[config.mk]
export PLATFORM = sky130hd
export DESIGN_NAME = cond_pipe
export DESIGN_NICKNAME = d
export VERILOG_FILES = /design/src/rtl/cond_pipe.sv
export SDC_FILE = /design/constraint.sdc
export NUM_CORES = 1
export LEC_CHECK = 0
export BUFFER_PORTS_ARGS = -buffer_cell sky130_fd_sc_hd__buf_2
export CAP_MARGIN = 20
export CELL_PAD_IN_SITES_DETAIL_PLACEMENT = 2
export CELL_PAD_IN_SITES_GLOBAL_PLACEMENT = 2
export CORE_UTILIZATION = 24
export CTS_BUF_LIST = sky130_fd_sc_hd__clkbuf_8
export CTS_CLUSTER_SIZE = 12
export DETAILED_ROUTE_END_ITERATION = 6
export GPL_ROUTABILITY_DRIVEN = 1
export PLACE_DENSITY_LB_ADDON = 0.1
export REMOVE_ABC_BUFFERS = 1
export SLEW_MARGIN = 20
export SYNTH_ARGS = -nofsm -noshare
export SYNTH_HDL_FRONTEND = slang
export SYNTH_SLANG_ARGS = --single-unit
[constraint.sdc]
create_clock -name clk -period 1.2 [get_ports clk]
set_clock_uncertainty 0.15 [all_clocks]
set_input_delay 0.3 -clock clk [delete_from_list [all_inputs] [get_ports clk]]
set_output_delay 0.3 -clock clk [all_outputs]
set_load 0.01 [all_outputs]
[src/rtl/cond_pipe.sv]
// rtl/cond_pipe.sv - NZCV flags register and condition-gated E->M->W control pipeline
// Optional squash counter built only when COND_PIPE_PERF_EN is defined.
module cond_pipe #(
    parameter int RA_W = 4
) (
    input  logic            clk,
    input  logic            reset,
    input  logic            Stall,
    input  logic            FlushE,
    input  logic            ValidE,
    input  logic            CondExE,
    input  logic [3:0]      ALUFlagsE,
    input  logic [1:0]      FlagWriteE,
    input  logic            RegWriteE,
    input  logic            MemWriteE,
    input  logic            MemtoRegE,
    input  logic            PCSrcE,
    input  logic            BranchE,
    input  logic [RA_W-1:0] WA3E,
    output logic [3:0]      Flags,
    output logic            BranchTakenE,
    output logic            RegWriteM,
    output logic            MemWriteM,
    output logic            MemtoRegM,
    output logic            PCSrcM,
    output logic [RA_W-1:0] WA3M,
    output logic            RegWriteW,
    output logic            MemtoRegW,
    output logic            PCSrcW,
    output logic [RA_W-1:0] WA3W,
    output logic [15:0]     SquashCount
);

    logic            go;
    logic            live;
    logic [3:0]      flags_q, flags_d;
    logic            reg_write_m_q, reg_write_m_d;
    logic            mem_write_m_q, mem_write_m_d;
    logic            mem_to_reg_m_q, mem_to_reg_m_d;
    logic            pc_src_m_q, pc_src_m_d;
    logic [RA_W-1:0] wa3_m_q, wa3_m_d;
    logic            reg_write_w_q, reg_write_w_d;
    logic            mem_to_reg_w_q, mem_to_reg_w_d;
    logic            pc_src_w_q, pc_src_w_d;
    logic [RA_W-1:0] wa3_w_q, wa3_w_d;

    assign live         = ValidE & ~FlushE;
    assign go           = live & CondExE;
    assign BranchTakenE = BranchE & go;

    always_comb begin
        flags_d        = flags_q;
        reg_write_m_d  = reg_write_m_q;
        mem_write_m_d  = mem_write_m_q;
        mem_to_reg_m_d = mem_to_reg_m_q;
        pc_src_m_d     = pc_src_m_q;
        wa3_m_d        = wa3_m_q;
        reg_write_w_d  = reg_write_w_q;
        mem_to_reg_w_d = mem_to_reg_w_q;
        pc_src_w_d     = pc_src_w_q;
        wa3_w_d        = wa3_w_q;
        // A stalled E instruction is re-presented upstream, so FlushE is moot while Stall is high.
        if (!Stall) begin
            if (go && FlagWriteE[1]) flags_d[3:2] = ALUFlagsE[3:2];
            if (go && FlagWriteE[0]) flags_d[1:0] = ALUFlagsE[1:0];
            reg_write_m_d  = RegWriteE & go;
            mem_write_m_d  = MemWriteE & go;
            pc_src_m_d     = PCSrcE & go;
            mem_to_reg_m_d = MemtoRegE & live;
            wa3_m_d        = live ? WA3E : '0;
            reg_write_w_d  = reg_write_m_q;
            mem_to_reg_w_d = mem_to_reg_m_q;
            pc_src_w_d     = pc_src_m_q;
            wa3_w_d        = wa3_m_q;
        end
    end

    always_ff @(posedge clk or negedge reset) begin
        if (!reset) begin
            flags_q        <= '0;
            reg_write_m_q  <= 1'b0;
            mem_write_m_q  <= 1'b0;
            mem_to_reg_m_q <= 1'b0;
            pc_src_m_q     <= 1'b0;
            wa3_m_q        <= '0;
            reg_write_w_q  <= 1'b0;
            mem_to_reg_w_q <= 1'b0;
            pc_src_w_q     <= 1'b0;
            wa3_w_q        <= '0;
        end else begin
            flags_q        <= flags_d;
            reg_write_m_q  <= reg_write_m_d;
            mem_write_m_q  <= mem_write_m_d;
            mem_to_reg_m_q <= mem_to_reg_m_d;
            pc_src_m_q     <= pc_src_m_d;
            wa3_m_q        <= wa3_m_d;
            reg_write_w_q  <= reg_write_w_d;
            mem_to_reg_w_q <= mem_to_reg_w_d;
            pc_src_w_q     <= pc_src_w_d;
            wa3_w_q        <= wa3_w_d;
        end
    end

    assign Flags     = flags_q;
    assign RegWriteM = reg_write_m_q;
    assign MemWriteM = mem_write_m_q;
    assign MemtoRegM = mem_to_reg_m_q;
    assign PCSrcM    = pc_src_m_q;
    assign WA3M      = wa3_m_q;
    assign RegWriteW = reg_write_w_q;
    assign MemtoRegW = mem_to_reg_w_q;
    assign PCSrcW    = pc_src_w_q;
    assign WA3W      = wa3_w_q;

`ifdef COND_PIPE_PERF_EN
    logic [15:0] squash_q, squash_d;

    always_comb begin
        squash_d = squash_q;
        if (!Stall && live && !CondExE && squash_q != 16'hFFFF) squash_d = squash_q + 16'd1;
    end

    always_ff @(posedge clk or negedge reset) begin
        if (!reset) squash_q <= '0;
        else        squash_q <= squash_d;
    end

    assign SquashCount = squash_q;
`else
    assign SquashCount = 16'h0000;
`endif

endmodule

Word level (Yosys, flattened, before mapping)
Cells that the tools add are included.
- equal/unequal tests: 0
- mux-type cells: 1
- shift operators: 0
- $add $sub $neg: 0
- reduce and logical (&&, ||, !) cells: 4
- divide/modulo/power cells: 0
- bitwise operators: 9
- multipliers: 0
- magnitude comparators: 0
- operator list (cell ; number):
    $and A1 B1 Y1 ; 7
    $mux W4 ; 1
    $reduce_and A2 Y1 ; 2
    $logic_and A1 B1 Y1 ; 2
    $not A1 Y1 ; 2
- output and inout port bits: 36
- bits in registers: 19
- memory bits (read-only): 0
- bits in latches: 0
- memory bits (writable): 0
- memories kept: 0

Depth between registers and ports, before layout
Gate-level depths: netlist (run 1).
- depth after elaboration: 5
- mapped depth: 3
- depth with buffers taken out: 3

Least setup slack after synthesis (run 1)
OpenSTA, ideal clock, no wires.
- kind: input to register
- start point: in Stall
- end point: reg flags_q[0] (netlist: Flags[0])
- path slack: -0.083 ns
- arrival: 1.008 ns
- library setup time: 0.125 ns
- stages: 3
- buffers on the path: 0
- cells stage by stage: and4bb_2 > nand2_2 > mux2_4
- word-level cells in the longest chain between the ends: 2
- RTL lines (item ; RTL line ; RTL):
    start, declared ; 8 ; input logic Stall,
    $not A1 Y1 (no line) ; -- ;
    $reduce_and A2 Y1 (no line) ; -- ;
    end signal, assigned ; 91 ; flags_q <= flags_d;
    end, declared ; 36 ; logic [3:0] flags_q, flags_d;
Every way passes these cells.
A chain may end at the register's enable or synchronous reset.

Worst setup path in the final report (run 1)
- start point: reg mem_to_reg_m_q (netlist: MemtoRegM)
- end point: out MemtoRegM
- RTL lines (item ; RTL line ; RTL):
    start, declared ; 39 ; logic mem_to_reg_m_q, mem_to_reg_m_d;
    start signal, assigned ; 94 ; mem_to_reg_m_q <= mem_to_reg_m_d;
    end, declared ; 24 ; output logic MemtoRegM,
No word-level cell between the ends.

==> results of run 1 <==
[area by class of cell]
type | instances | area, sq um
Sequential cell | 19 | 475.5
Clock buffer | 3 | 41.29
Clock inverter | 1 | 3.754
Fill cell | 380 | 2155
Timing Repair Buffer | 58 | 350.3
Multi-Input combinational cell | 50 | 332.8
Tap cell | 46 | 57.56
[cell usage after synthesis]
library cell,count
buf_2,1
and3_1,1
conb_1,1
clkbuf_1,1
mux2_2,7
nand2_1,10
nand2_2,2
dfrtp_1,19
mux2_4,4
o21ai_0,5
and4bb_2,1
a22o_1,3
nor2b_1,1
buf_4,16
[logic make-up after synthesis]
| kind of cell | Yosys count | share of synthesized area |
|---|---|---|
| AO/OA/AOI/OAI | 8 | 0.05874 |
| buffers and inverters | 18 | 0.1476 |
| flip-flops | 19 | 0.5444 |
| multiplexers | 11 | 0.1590 |
| other | 1 | 0.004294 |
| AND/OR/NAND/NOR | 15 | 0.08597 |
[metrics by stage]
step	utilization	TNS, ns	cell area [sq um]	worst slack [ns]
finish	0.3692	-0.3593	1261	-0.03343
global placement	0.3165	-1.790	1081	-0.2170
floorplan	-	-0.3763	800.8	-0.08266
detailed placement	0.3165	-2.061	1081	-0.2375
global route	0.3692	-1.041	1261	-0.07173
CTS	0.3560	-0.5776	1216	-0.05211
[power breakdown]
group | leakage, nW | switching [mW] | internal, mW
Sequential | 0.253 | 0.0315 | 0.700
Clock | 0.0269 | 0.200 | 0.227
Combinational | 0.452 | 0.150 | 0.190
[metal layers]
layer,GRT usage,share of wire,vias to the layer above
met5,0,0,-
met4,0.04360,0.0066,0
met3,0.02757,0.069,2
met2,0.1964,0.54,33
met1,0.1236,0.38,339
li1,-,-,323
[worst register-to-register path, stage by stage, from the launching register on]
cell,delay (ns)
dfrtp_1,0.39
buf_4,0.13
buf_4,0.12
mux2_2,0.25
[timing repair]
action / CTS / global route
hold buffers: 1 / 0
cloned: 0 / 0
setup endpoints to repair: 20 / 20
gates resized for setup: 4 / 0
endpoints found under the hold margin: 19 / 0
buffers inserted: 8 / 6
pin swaps: 1 / 0
[sequential cells by signal, indices dropped and copies added (netlist names)]
signal	flops
MemtoRegM	1
MemWriteM	1
WA3M	4
PCSrcM	1
Flags	4
WA3W	4
RegWriteM	1
RegWriteW	1
MemtoRegW	1
PCSrcW	1
[placed cells by master, fill, tap and decap left out, drive strengths merged]
cell type / netlist / final
buf: 17 / 57
dfrtp: 19 / 19
conb: 1 / 16
nand2: 12 / 12
mux2: 11 / 11
o21ai: 5 / 5
a22o: 3 / 3
clkbuf: 1 / 3
nor2b: 1 / 1
and3: 1 / 1
and4bb: 1 / 1
inv: 0 / 1
dlygate4sd3: 0 / 1
[worst paths after layout]
kind	endpoint	slack, ns	from
worst max-delay path	MemtoRegM	-0.03	MemtoRegM$_DFFE_PN0N_
worst min-delay path	PCSrcM$_DFFE_PN0N_	0.12	PCSrcE
worst max register to register	MemtoRegW$_DFFE_PN0N_	0.04	MemtoRegM$_DFFE_PN0N_
worst min register to register	WA3W[1]$_DFFE_PN0N_	0.35	WA3W[1]$_DFFE_PN0N_
max in group asynchronous	MemWriteM$_DFFE_PN0N_	0.22	reset
min in group asynchronous	WA3M[1]$_DFFE_PN0N_	0.38	reset
==> results.tsv, run 1 <==
metric	value	unit
rsz0062_at_grt	yes	
cp-end-kind	primary output	
final.period_utilization	1.028	
synthCells	72	
max_cap_viol_count	0	
dr.first_iter.drc_count	24	
clock_tree.root_cell	clkbuf_8	
htreeDepth	1	
critical_path.max_fanout	2	
antenna_cells	0	
worstSetupPathType	reg2out	
p_leak	0.7312	nW
crit_path_start_kind	flip-flop	
final_antenna_net_count	0	
synth_top_area_share	0.5444	
num_rows	21	
finalCriticalPeriod	1.233	ns
dieArea	0.003884	sq mm
core-area	0.003416	sq mm
fmax	810.7	MHz
path_buf_inv	1	
worstRegToRegCells	3	
drive_above_1_share	0.5725	
violations	setup timing	
boundaryPins	57	
synth_area_leaders	dfrtp_1, buf_4, mux2_2	
synth_seq_area_share	0.5444	
cp_slowest_cell	dfrtp_1	
setup_violations	20	
drt_first_pass_iters	4	
grt_use_total	0.1097	
fin_nets	153	
drc	0	
gp_congestion	0.5843	
dp.final_hpwl	1513	um
cp_slowest_stage_delay	0.39	ns
antenna_found_initial	0	
wl_per_cell	12.02	um
power_density	1189	mW/mm^2
critPathRequiredTime	0.75	ns
vias_per_cell	3.938	
clk_path_buf_depth	2	
cts.clk_slew.worst_paths	0.07	ns
worstPathCellList	buf_2	
avgSynthCellArea	12.13	sq um
syn_area	873.3	sq um
initial_core_util	0.2557	
min_path_type	in2reg	
clock_latency	0.25	ns
total_power	1.499	mW
vias	697	
hold_violations	0	
critPathArrivalTime	0.78	ns
yosysWarningCount	0	
status	finished with violations	
stdcell_count	177	
fin_hold_ws	0.1164	ns
dp.cells	158	
gr-total-overflow	0	
worst_slack	-0.03343	ns
areaGrowthSynthToFinish	44.41	%
grt_max_degree	21	
clock_sinks	19	
path_depth	1	
cts_tree	done	
synth-seq-cells	19	
critical_path.top_delay_family	flip-flops	
grt_pass1_wl	3291	um
wl	2128	um
ir_drop	0.3939	mV
holdPathStages	2	
port-buffer-count	40	
die_w	62.33	um
cts_buffers	3	
die_h	62.33	um
yosys.area.top_type	dfrtp_1	
ys_types	14	
slew_viol_final	0	
grt_pass1_vias	740	
Note: power is estimated with default switching activity, not from simulation.
==> run 2, diff against run 1 <==
--- a/config.mk
+++ b/config.mk
@@ -9,7 +9,7 @@
 export CAP_MARGIN = 20
 export CELL_PAD_IN_SITES_DETAIL_PLACEMENT = 2
 export CELL_PAD_IN_SITES_GLOBAL_PLACEMENT = 2
-export CORE_UTILIZATION = 24
+export CORE_UTILIZATION = 22
 export CTS_BUF_LIST = sky130_fd_sc_hd__clkbuf_8
 export CTS_CLUSTER_SIZE = 12
 export DETAILED_ROUTE_END_ITERATION = 6
==> constraint.sdc (replaced) <==
create_clock -name clk -period 1 [get_ports clk]
set_clock_uncertainty 0.15 [all_clocks]
set_input_delay 0.25 -clock clk [delete_from_list [all_inputs] [get_ports clk]]
set_output_delay 0.25 -clock clk [all_outputs]
set_load 0.01 [all_outputs]
==> run 2 against run 1 <==
Against the previous run:
- via count down 4.2%
- the flow still finishes with violations (setup timing)
- clock power up 23%
- largest power group unchanged
- highest routed layer is now met3
- register-to-register slack got worse by 0.09 ns
- total power grew 20%
- die area grew 8.8%
- sequential power increased by 21%
- critical path depth unchanged
- largest cell class unchanged
==> results.tsv, run 2 (synthesis gave the netlist of run 1 again) <==
metric	value	unit
clock_tree.root_cell	clkbuf_8	
areaGrowthSynthToFinish	46.13	%
antenna_cells	0	
setup_violations	30	
dp.final_hpwl	1473	um
critical_path.top_delay_family	flip-flops	
worstRegToRegCells	2	
vias	668	
violations	setup timing	
path_depth	1	
cp-end-kind	primary output	
layout_common_cells	buf_2, dfrtp_1, conb_1	
fin_nets	148	
drc	0	
grt_pass1_vias	699	
slew_viol_final	0	
dp.cells	160	
boundaryPins	57	
gp_congestion	0.6347	
grt_use_total	0.1006	
drt_first_pass_iters	2	
place_area	0.001084	sq mm
ir_drop	0.5556	mV
pre_cts_ws	-0.3876	ns
rsz0062_at_grt	yes	
grt_max_degree	21	
fin_hold_ws	0.06906	ns
mostFrequentLayoutCell	buf_2	
worst_slack	-0.1986	ns
min_path_type	in2reg	
worstPathCellList	buf_2	
htreeDepth	1	
cp_slowest_stage_delay	0.40	ns
cts_tree	done	
stdcell_count	174	
fmax	834.3	MHz
initial_core_util	0.2333	
cts_buffers	3	
clock_latency	0.25	ns
port-buffer-count	40	
num_rows	22	
critPathRequiredTime	0.60	ns
worstSetupPathType	reg2out	
grt_pass1_wl	3243	um
p_leak	0.7226	nW
path_buf_inv	1	
clock_sinks	19	
core-area	0.003744	sq mm
final_area	0.001276	sq mm
cp_slowest_cell	dfrtp_1	
gr-total-overflow	0	
antenna_found_initial	0	
wl_per_cell	11.82	um
holdPathStages	2	
vias_per_cell	3.839	
final_antenna_net_count	0	
max_cap_viol_count	0	
clk_path_buf_depth	2	
crit_path_start_kind	flip-flop	
hold_violations	0	
critical_path.max_fanout	3	
drive_above_1_share	0.5635	
dr.first_iter.drc_count	13	
finalCriticalPeriod	1.199	ns
die_w	65.01	um
dieArea	0.004226	sq mm
cts.clk_slew.worst_paths	0.07	ns
critPathArrivalTime	0.80	ns
die_h	65.01	um
power_density	1413	mW/mm^2
final.period_utilization	1.199	
wl	2057	um
final_core_util	0.3409	
status	finished with violations	
==> run 2: worst paths after layout <==
| check | from | end | slack, ns |
|---|---|---|---|
| max in group asynchronous | reset | Flags[0]$_DFFE_PN0P_ | 0.19 |
| max | MemtoRegM$_DFFE_PN0N_ | MemtoRegM | -0.20 |
| max reg2reg | WA3M[0]$_DFFE_PN0N_ | WA3W[0]$_DFFE_PN0N_ | -0.05 |
| min | RegWriteE | RegWriteM$_DFFE_PN0N_ | 0.07 |
| min reg2reg | WA3W[2]$_DFFE_PN0N_ | WA3W[2]$_DFFE_PN0N_ | 0.36 |
| min in group asynchronous | reset | MemtoRegW$_DFFE_PN0N_ | 0.29 |
==> run 2: final cells by class <==
type                       instances  area (sq um)
fill                             443          2467
multi-input combinational         50         347.8
sequential                        19         475.5
timing repair buffer              53         346.6
tap                               48         60.06
clock inverter                     1         5.005
clock buffer                       3         41.29
==> run 2: what timing repair did <==
action / in CTS / in global routing
cloned: 0 / 0
pin swaps: 5 / 2
setup buffers: 9 / 4
endpoints found under the hold margin: 19 / 0
endpoints found under the setup margin: 24 / 51
gates resized for setup: 5 / 11
hold buffers: 1 / 0
==> run 2: report_power, final <==
group          leakage (nW)  internal, mW  switching (mW)
Combinational         0.445         0.218           0.176
Sequential            0.253         0.840          0.0426
Clock                0.0255         0.276           0.250
Total                 0.723          1.33           0.469
==> run 2: layer usage <==
metal / share of wire / vias to the layer above / GRT usage
met2: 0.43 / 35 / 0.1628
met5: 0 / - / 0
met4: 0 / 0 / 0.02500
met1: 0.48 / 318 / 0.1361
met3: 0.083 / 0 / 0.01937
li1: - / 315 / -
==> run 2: metrics by stage <==
step | power [mW] | TNS, ns
after floorplan | 1.051 | -1.076
after global placement | 1.215 | -4.055
after detailed placement | 1.223 | -4.313
after CTS | 1.818 | -4.201
after global routing | 1.918 | -4.892
final | 1.804 | -4.015
==> run 3, diff against run 2 <==
--- a/config.mk
+++ b/config.mk
@@ -9,12 +9,12 @@
 export CAP_MARGIN = 20
 export CELL_PAD_IN_SITES_DETAIL_PLACEMENT = 2
 export CELL_PAD_IN_SITES_GLOBAL_PLACEMENT = 2
-export CORE_UTILIZATION = 22
-export CTS_BUF_LIST = sky130_fd_sc_hd__clkbuf_8
+export CORE_UTILIZATION = 21
+export CTS_BUF_LIST = sky130_fd_sc_hd__clkbuf_16
 export CTS_CLUSTER_SIZE = 12
 export DETAILED_ROUTE_END_ITERATION = 6
 export GPL_ROUTABILITY_DRIVEN = 1
-export PLACE_DENSITY_LB_ADDON = 0.1
+export PLACE_DENSITY = 0.7
 export REMOVE_ABC_BUFFERS = 1
 export SLEW_MARGIN = 20
 export SYNTH_ARGS = -nofsm -noshare
==> run 3 against run 2 <==
Against the previous run:
- the run ends with hold timing, setup timing left
- combinational power up 8.9%
- maximum frequency grew 0.95%
- non-clock buffer count grew 1
- first-iteration DRC count up 62%
- critical path depth stayed put
- die area rose by 4.6%
- clock power rose by 53%
==> results.tsv, run 3 (synthesis gave the netlist of run 1 again) <==
metric	value	unit
wl	2220	um
gr-total-overflow	0	
cp_slowest_cell	dfrtp_1	
final.period_utilization	1.187	
p_comb_frac	0.202	
grt_pass1_vias	758	
core-area	0.004000	sq mm
grt_use_total	0.1084	
clock_latency	0.24	ns
ff2ff_setup_slack	-0.04	ns
grt_max_degree	21	
fin_hold_ws	-0.2065	ns
min_path_type	in2async	
htreeDepth	1	
critical_path.top_delay_family	flip-flops	
clk_path_buf_depth	2	
port-buffer-count	40	
layout_common_cells	buf_2, dfrtp_1, conb_1	
p_sw_frac	0.2383	
fmax	842.2	MHz
fin_nets	149	
slew_viol_final	0	
drt_first_pass_iters	3	
ir_drop	0.5576	mV
die_w	66.49	um
boundaryPins	57	
initial_core_util	0.2183	
cts_tree	done	
dieArea	0.004421	sq mm
worst_slack	-0.1873	ns
drive_above_1_share	0.6063	
die_h	66.49	um
final_antenna_net_count	0	
status	finished with violations	
worstPathCellList	buf_2	
violations	hold timing, setup timing	
mostFrequentLayoutCell	buf_2	
cts.clk_slew.worst_paths	0.05	ns
final_area	0.001341	sq mm
total_power	2.120	mW
crit_path_start_kind	flip-flop	
clock_tree.root_cell	clkbuf_16	
p_int	1.615	mW
p_leak	0.7464	nW
power.net_switching	505.3	uW
setup_violations	32	
place_area	0.001086	sq mm
vias_per_cell	3.842	
drc	0	
dp.final_hpwl	1593	um
power_density	1581	mW/mm^2
finalCriticalPeriod	1.187	ns
gp_congestion	0.6177	
grt_pass1_wl	3560	um
antenna_found_initial	0	
num_rows	23	
clock_sinks	19	
hold_violations	19	
critPathRequiredTime	0.60	ns
rsz0062_at_grt	yes	
critical_path.max_fanout	2	
antenna_cells	0	
dr.first_iter.drc_count	21	
cp_slowest_stage_delay	0.40	ns
max_cap_viol_count	0	
worstSetupPathType	reg2out	
vias	680	
wl_per_cell	12.54	um
p_seq_frac	0.417	
areaGrowthSynthToFinish	53.58	%
clockPowerShare	0.381	
cts_buffers	3	
critPathArrivalTime	0.79	ns
path_buf_inv	1	
cp-end-kind	primary output	
-- run 3: cell types whose count changed in the layout (fill, tap and decap cells not counted), sizes merged --
cell	delta
buf	+3
clkbuf	-1
clkinv	-1
dlygate4sd3	-1
inv	+1
-- run 3: power groups by stage --
stage | sequential (mW) | combinational (mW) | clock, mW
2_1_floorplan | 0.928 | 0.124 | 0
3_3_place_gp | 0.893 | 0.318 | 0
3_5_place_dp | 0.895 | 0.332 | 0
4_1_cts | 0.883 | 0.393 | 0.843
5_1_grt | 0.893 | 0.470 | 0.870
6_report | 0.884 | 0.429 | 0.807
-- run 3: through the flow --
stage | util | hold slack, ns | cells | setup TNS, ns | worst slack, ns
after global routing | 0.3353 | -0.1760 | 177 | -4.738 | -0.2229
after floorplan | - | -0.1956 | 69 | -1.076 | -0.2327
after detailed placement | 0.2715 | 0.08244 | 162 | -4.783 | -0.3813
after CTS | 0.3172 | -0.1877 | 175 | -3.815 | -0.1939
final | 0.3353 | -0.2065 | 177 | -3.944 | -0.1873
after global placement | 0.2715 | 0.05890 | 162 | -4.429 | -0.3618
-- run 3: layout make-up --
cell class,count,area [sq um]
multi-input combinational,50,357.8
clock buffer,3,75.07
sequential,19,475.5
clock inverter,1,3.754
fill,447,2659
tap,50,62.56
timing repair buffer,54,366.6
-- run 3: timing repair --
action / in CTS / in global routing
setup endpoints to repair: 24 / 34
buffers inserted: 9 / 5
pin swaps: 4 / 2
gates resized for setup: 9 / 18
endpoints found under the hold margin: 19 / 19
-- run 3: final timing paths --
check	startpoint	endpoint	cells after the start
hold / removal	reset	WA3W[1]$_DFFE_PN0N_	1
min in group clk	PCSrcE	PCSrcM$_DFFE_PN0N_	2
setup / recovery	PCSrcM$_DFFE_PN0N_	PCSrcM	1
setup reg to reg	PCSrcM$_DFFE_PN0N_	PCSrcW$_DFFE_PN0N_	2
hold reg to reg	WA3W[0]$_DFFE_PN0N_	WA3W[0]$_DFFE_PN0N_	1
max in group asynchronous	reset	RegWriteM$_DFFE_PN0N_	1
-- run 3: metal layers --
metal	up-vias	track usage	routed length, um
li1	321	-	-
met1	324	0.1334	948
met2	35	0.1939	1132
met3	0	0.02568	138
met4	0	0.01596	0
met5	-	0	0
